<file path="config.mk">
export PLATFORM = sky130hd
export DESIGN_NAME = load_store_unit
export DESIGN_NICKNAME = d
export VERILOG_FILES = /design/src/rtl/load_store_unit.sv
export SDC_FILE = /design/constraint.sdc
export NUM_CORES = 2
export LEC_CHECK = 0
export CORE_UTILIZATION = 50
export DETAILED_ROUTE_END_ITERATION = 8
export DONT_BUFFER_PORTS = 1
export SLEW_MARGIN = 20
export SYNTH_ARGS = -nofsm -noshare
export SYNTH_HDL_FRONTEND = slang
export SYNTH_HIERARCHICAL = 1
export SYNTH_SLANG_ARGS = --single-unit
</file>
<file path="constraint.sdc">
create_clock -name clock -period 7.1 [get_ports clock]
set_input_delay 1.065 -clock clock [delete_from_list [all_inputs] [get_ports clock]]
set_output_delay 1.065 -clock clock [all_outputs]
set_load 0.03 [all_outputs]
</file>
<file path="src/rtl/load_store_unit.sv">
// Load/store unit for an RV32I-style core: accepts one byte/half/word access
// at a time, performs read-modify-write for sub-word stores on a word-wide
// simple dual-port RAM, and returns an extended load result or a fault flag.

module bram_sdp #(
    parameter int WIDTH = 32,
    parameter int DEPTH = 128,
    parameter     INIT  = ""
) (
    input  logic                     wr_clk,
    input  logic                     wr_en,
    input  logic [$clog2(DEPTH)-1:0] wr_addr,
    input  logic [WIDTH-1:0]         wr_data,
    input  logic                     rd_clk,
    input  logic                     rd_en,
    input  logic [$clog2(DEPTH)-1:0] rd_addr,
    output logic [WIDTH-1:0]         rd_data
);
    logic [WIDTH-1:0] r_mem [DEPTH];

    // Whole-word write port.
    always_ff @(posedge wr_clk) begin
        if (wr_en) r_mem[wr_addr] <= wr_data;
    end

    // Registered read port: data valid the cycle after rd_en.
    always_ff @(posedge rd_clk) begin
        if (rd_en) rd_data <= r_mem[rd_addr];
    end
endmodule

module load_store_unit #(
    parameter int DEPTH    = 128,
    parameter     MEM_INIT = ""
) (
    input  logic        clock,
    input  logic        reset,
    input  logic        req_valid,
    output logic        req_ready,
    input  logic        is_store,
    input  logic [2:0]  funct3,
    input  logic [31:0] addr,
    input  logic [31:0] store_data,
    output logic        resp_valid,
    output logic [31:0] load_data,
    output logic        access_fault
);
    localparam int AW = $clog2(DEPTH);

    typedef enum logic [2:0] {IDLE, READ, WAIT, WRITE, RESP} state_t;

    state_t            r_state, w_next;
    logic              r_store, r_fault;
    logic [2:0]        r_f3;
    logic [1:0]        r_off;
    logic [AW-1:0]     r_idx;
    logic [31:0]       r_wdata;
    logic [31:0]       w_rd_data;
    logic              w_read_enable, w_write_enable;
    logic              w_accept, w_fault;

    // Select and extend the addressed lane of a loaded word.
    function automatic logic [31:0] f_load_ext(input logic [31:0] word,
                                               input logic [2:0]  f3,
                                               input logic [1:0]  off);
        logic [31:0]        sh;
        logic signed [7:0]  b;
        logic signed [15:0] h;
        sh = word >> {off, 3'b000};
        b  = sh[7:0];
        h  = sh[15:0];
        case (f3)
            3'b000:  f_load_ext = {{24{b[7]}}, b};
            3'b001:  f_load_ext = {{16{h[15]}}, h};
            3'b100:  f_load_ext = {24'd0, sh[7:0]};
            3'b101:  f_load_ext = {16'd0, sh[15:0]};
            default: f_load_ext = word;
        endcase
    endfunction

    // Merge a byte/halfword store into the previously read word.
    function automatic logic [31:0] f_merge(input logic [31:0] word,
                                            input logic [31:0] data,
                                            input logic [2:0]  f3,
                                            input logic [1:0]  off);
        logic [31:0] mask, d;
        case (f3[1:0])
            2'b00: begin
                mask = 32'h0000_00FF << {off, 3'b000};
                d    = {4{data[7:0]}};
            end
            2'b01: begin
                mask = 32'h0000_FFFF << {off[1], 4'b0000};
                d    = {2{data[15:0]}};
            end
            default: begin
                mask = 32'hFFFF_FFFF;
                d    = data;
            end
        endcase
        f_merge = (word & ~mask) | (d & mask);
    endfunction

    // Misalignment, reserved width codes and unsigned store codes all fault.
    always_comb begin
        w_fault = 1'b0;
        if (funct3 == 3'b011 || funct3 == 3'b110 || funct3 == 3'b111) w_fault = 1'b1;
        if (is_store && (funct3 == 3'b100 || funct3 == 3'b101))       w_fault = 1'b1;
        if (funct3[1:0] == 2'b01 && addr[0])                          w_fault = 1'b1;
        if (funct3 == 3'b010 && addr[1:0] != 2'b00)                   w_fault = 1'b1;
    end

    assign w_accept = req_valid && req_ready;

    // State register.
    always_ff @(posedge clock) begin
        if (reset) r_state <= IDLE;
        else       r_state <= w_next;
    end

    // Next-state and handshake/memory-strobe decode; reset forces all strobes low.
    always_comb begin
        w_next         = r_state;
        req_ready      = 1'b0;
        resp_valid     = 1'b0;
        access_fault   = 1'b0;
        w_read_enable  = 1'b0;
        w_write_enable = 1'b0;
        case (r_state)
            IDLE: begin
                req_ready = !reset;
                if (req_valid) begin
                    if (w_fault)                            w_next = RESP;
                    else if (is_store && funct3 == 3'b010)  w_next = WRITE;
                    else                                    w_next = READ;
                end
            end
            READ: begin
                w_read_enable = !reset;
                w_next        = WAIT;
            end
            WAIT:  w_next = r_store ? WRITE : RESP;
            WRITE: begin
                w_write_enable = !reset;
                w_next         = RESP;
            end
            RESP: begin
                resp_valid   = !reset;
                access_fault = !reset && r_fault;
                w_next       = IDLE;
            end
            default: w_next = IDLE;
        endcase
    end

    // Request latch, read-modify-write merge and load result register.
    always_ff @(posedge clock) begin
        if (reset) begin
            load_data <= 32'd0;
            r_fault   <= 1'b0;
        end else begin
            if (w_accept) begin
                r_store <= is_store;
                r_f3    <= funct3;
                r_off   <= addr[1:0];
                r_idx   <= addr[AW+1:2];
                r_wdata <= store_data;
                r_fault <= w_fault;
                if (w_fault) load_data <= 32'd0;
            end
            if (r_state == WAIT) begin
                if (r_store) r_wdata   <= f_merge(w_rd_data, r_wdata, r_f3, r_off);
                else         load_data <= f_load_ext(w_rd_data, r_f3, r_off);
            end
        end
    end

    bram_sdp #(
        .WIDTH (32),
        .DEPTH (DEPTH),
        .INIT  (MEM_INIT)
    ) u_mem (
        .wr_clk  (clock),
        .wr_en   (w_write_enable),
        .wr_addr (r_idx),
        .wr_data (r_wdata),
        .rd_clk  (clock),
        .rd_en   (w_read_enable),
        .rd_addr (r_idx),
        .rd_data (w_rd_data)
    );
endmodule

</file>
==> impl_metrics.py <==
metrics = {
    "sta": {
        "layout_setup_ws_ps": 2510,
        "fmax_ghz": 0.218,
        "worst_pin_slew_ps": 1210,
        "rsz0062_at_grt": "no",
        "layout_min_cycle_time_ps": 4590,
        "hold_violations": 0,
        "slew_headroom_pct": 19.0,
        "setup_viol": 0,
        "finalSetupTns_ps": 0,
        "finalCritPeriodShare_pct": 64.6,
        "final_max_slew_viol_count": 0,
        "skew_ps": 48.9,
    },
    "worst_setup_path": {
        "slowest_stage": "nor2_4",
        "slowest_delay_ps": 970,
        "cpMostUsedCell": "buf_4",
        "worstPathArrival_ps": 5200,
        "timing.critical_path.to_type": "flip-flop",
        "path_max_fanout": 23,
        "path_cells": "buf_4 -> nor2b_1 -> nand3_1 -> nor2_4 -> buf_4",
        "worstSetupStartpointType": "flip-flop",
        "criticalPathCategory": "reg -> reg",
        "required_ps": 7710,
    },
    "clock_network": {
        "clk_pin_slew_ps": 60,
        "clock_tree.root_cell": "clkbuf_16",
        "clock_sinks": 4209,
        "post_cts_buffers": 0,
        "clockBufferDepth": 4,
        "htree_levels": 5,
        "cts_resized": 0,
        "cts_hold_buf": 0,
        "cts_tree": "done",
        "clk_latency_ps": 970,
        "numCtsBuffers": 410,
    },
    "detailed_routing": {
        "viasPerCell": 6.45,
        "wl_um": 414000,
        "vias": 73838,
        "first_pass_iters": 6,
        "drc": 0,
        "drt_iter0_markers": 9566,
        "drt-wirelength-per-cell_um": 36.2,
        "postRouteAntennaNets": 0,
    },
    "power": {
        "peakVddDrop_uv": 189,
        "p_leak_nw": 55.7,
        "power_density_nw_per_um2": 287,
    },
    "logic_synthesis": {
        "synth_top_area_cell": "edfxtp_1",
        "synth_top_area_share_pct": 77.8,
        "ys_top_cells_by_count": "edfxtp_1 (4,173), mux4_2 (1,346), clkbuf_1 (195)",
        "yosysMostFrequentCell": "edfxtp_1",
        "synthArstFlopShare_pct": 0,
        "ys_warn_count": 6,
        "synth_edf_count": 4173,
        "syn_avg_cell_area_um2": 25.1,
        "ys_ff_latch": 4209,
        "synth_area_um2": 161000,
        "synth.distinct_cells": 49,
        "ys_seq_area_share_pct": 78.3,
        "synth_fp_nets": 6487,
        "synthCells": 6416,
        "synth_top_flop_cell": "edfxtp_1",
        "synth_area_leaders": "edfxtp_1 (78%), mux4_2 (19%), clkbuf_1 (0.45%), dfxtp_1 (0.45%), mux2i_1 (0.39%)",
    },
    "worst_hold_path": {
        "hp-class": "in -> reg",
    },
    "die": {
        "std_cell_rows": 208,
        "initial_core_util_pct": 50.2,
        "core_um2": 321000,
        "fp.dieW_um": 570,
        "die_h_um": 570,
        "num_io_pins": 106,
        "dieArea_um2": 324000,
    },
    "global_routing": {
        "grt_max_degree": 136,
        "grt_pass1_vias": 73644,
        "grt_pass1_wl_um": 575000,
        "grt_remaining_overflow": 0,
        "grt_usage_pct": 25.6,
        "antenna_found_initial": 54,
    },
    "flow_run": {
        "max-cap-violations": 0,
    },
    "placed_design": {
        "gp_congestion": 0.876,
        "io_buffers": 0,
        "dpl.hpwl_um": 237000,
        "post-place-cells": 10651,
        "place_ws_ps": 2430,
    },
    "layout": {
        "syn_to_final_growth_pct": 12.9,
        "drive_gt1_share_pct": 33.8,
        "layout.nets": 6831,
        "final_cell_count_no_fill": 11441,
    },
    "outcome": {
        "outcome": "finished, final reports clean",
    },
}
## metrics by stage
stage	instance area (µm²)	util [%]	power (mW)	hold WS [ps]
after floorplan	161000	-	29.8	432
after global placement	168000	52.5	30.9	459
after detailed placement	168000	52.5	31.0	452
after CTS	182000	56.7	52.5	93.8
after global routing	182000	56.7	53.5	123
final	182000	56.7	52.1	163
## cell usage in the layout (no fill, tap or decap), types with 62 or more instances in the layout
cell	n
buf_4	250
edfxtp_1	4173
a21oi_1	64
nor2_4	119
mux2i_1	62
clkbuf_16	423
mux4_2	1346
clkinv_1	82
clkinv_2	69
clkbuf_1	93
## layout make-up
class | instances | area (µm²)
diodes | 32 | 80.1
clock buffers | 531 | 11100
clock inverters | 225 | 2260
fillers | 23105 | 139000
inverters | 5 | 18.8
multi-input cells | 1851 | 34500
flip-flops and latches | 4209 | 126000
well taps | 4305 | 5390
repair buffers | 283 | 2530
## power breakdown
group / internal (mW) / switching (mW) / total (mW)
Sequential: 27.7 / 0.0684 / 27.7
Clock: 12.6 / 9.16 / 21.7
Combinational: 0.890 / 1.78 / 2.67
## worst max-delay path: cells and delay by family, from the launching register on
| kind | cells | cell delay (ps) |
|---|---|---|
| buffers and inverters | 2 | 920 |
| AND/OR/NAND/NOR | 3 | 2420 |
| flip-flops | 1 | 830 |
## registers in the layout, summed over array words and instances, names as in the netlist, named ones only
name           count
r_f3               3
r_store            1
r_state            3
r_idx              7
u_mem/rd_data     32
r_off              2
u_mem/r_mem     4096
r_fault            1
load_data         32
## per-layer routing
layer	part of all wire (%)	track usage, %
met5	0.056	0.104
met4	2.5	6.48
met3	9.1	4.99
met2	48	40.2
met1	40	37.4
## final timing paths
| kind | start | to | slack, ps | cells after the start |
|---|---|---|---|---|
| setup / recovery | r_idx[5] | u_mem/r_mem[61][25] | 2510 | 5 |
| hold / removal | reset | load_data[6] | 160 | 1 |
| setup reg to reg | r_idx[5] | u_mem/r_mem[61][25] | 2510 | 5 |
| hold reg to reg | r_fault | r_fault | 460 | 2 |
## cell families after synthesis
group	share of synthesized area [%]
DFF	78.3
muxes	19.5
buffers and inverters	0.942
and+or+nand+nor	0.718
AOI/OAI and AO/OA	0.634
No activity file was read; power rests on OpenSTA's default activity.
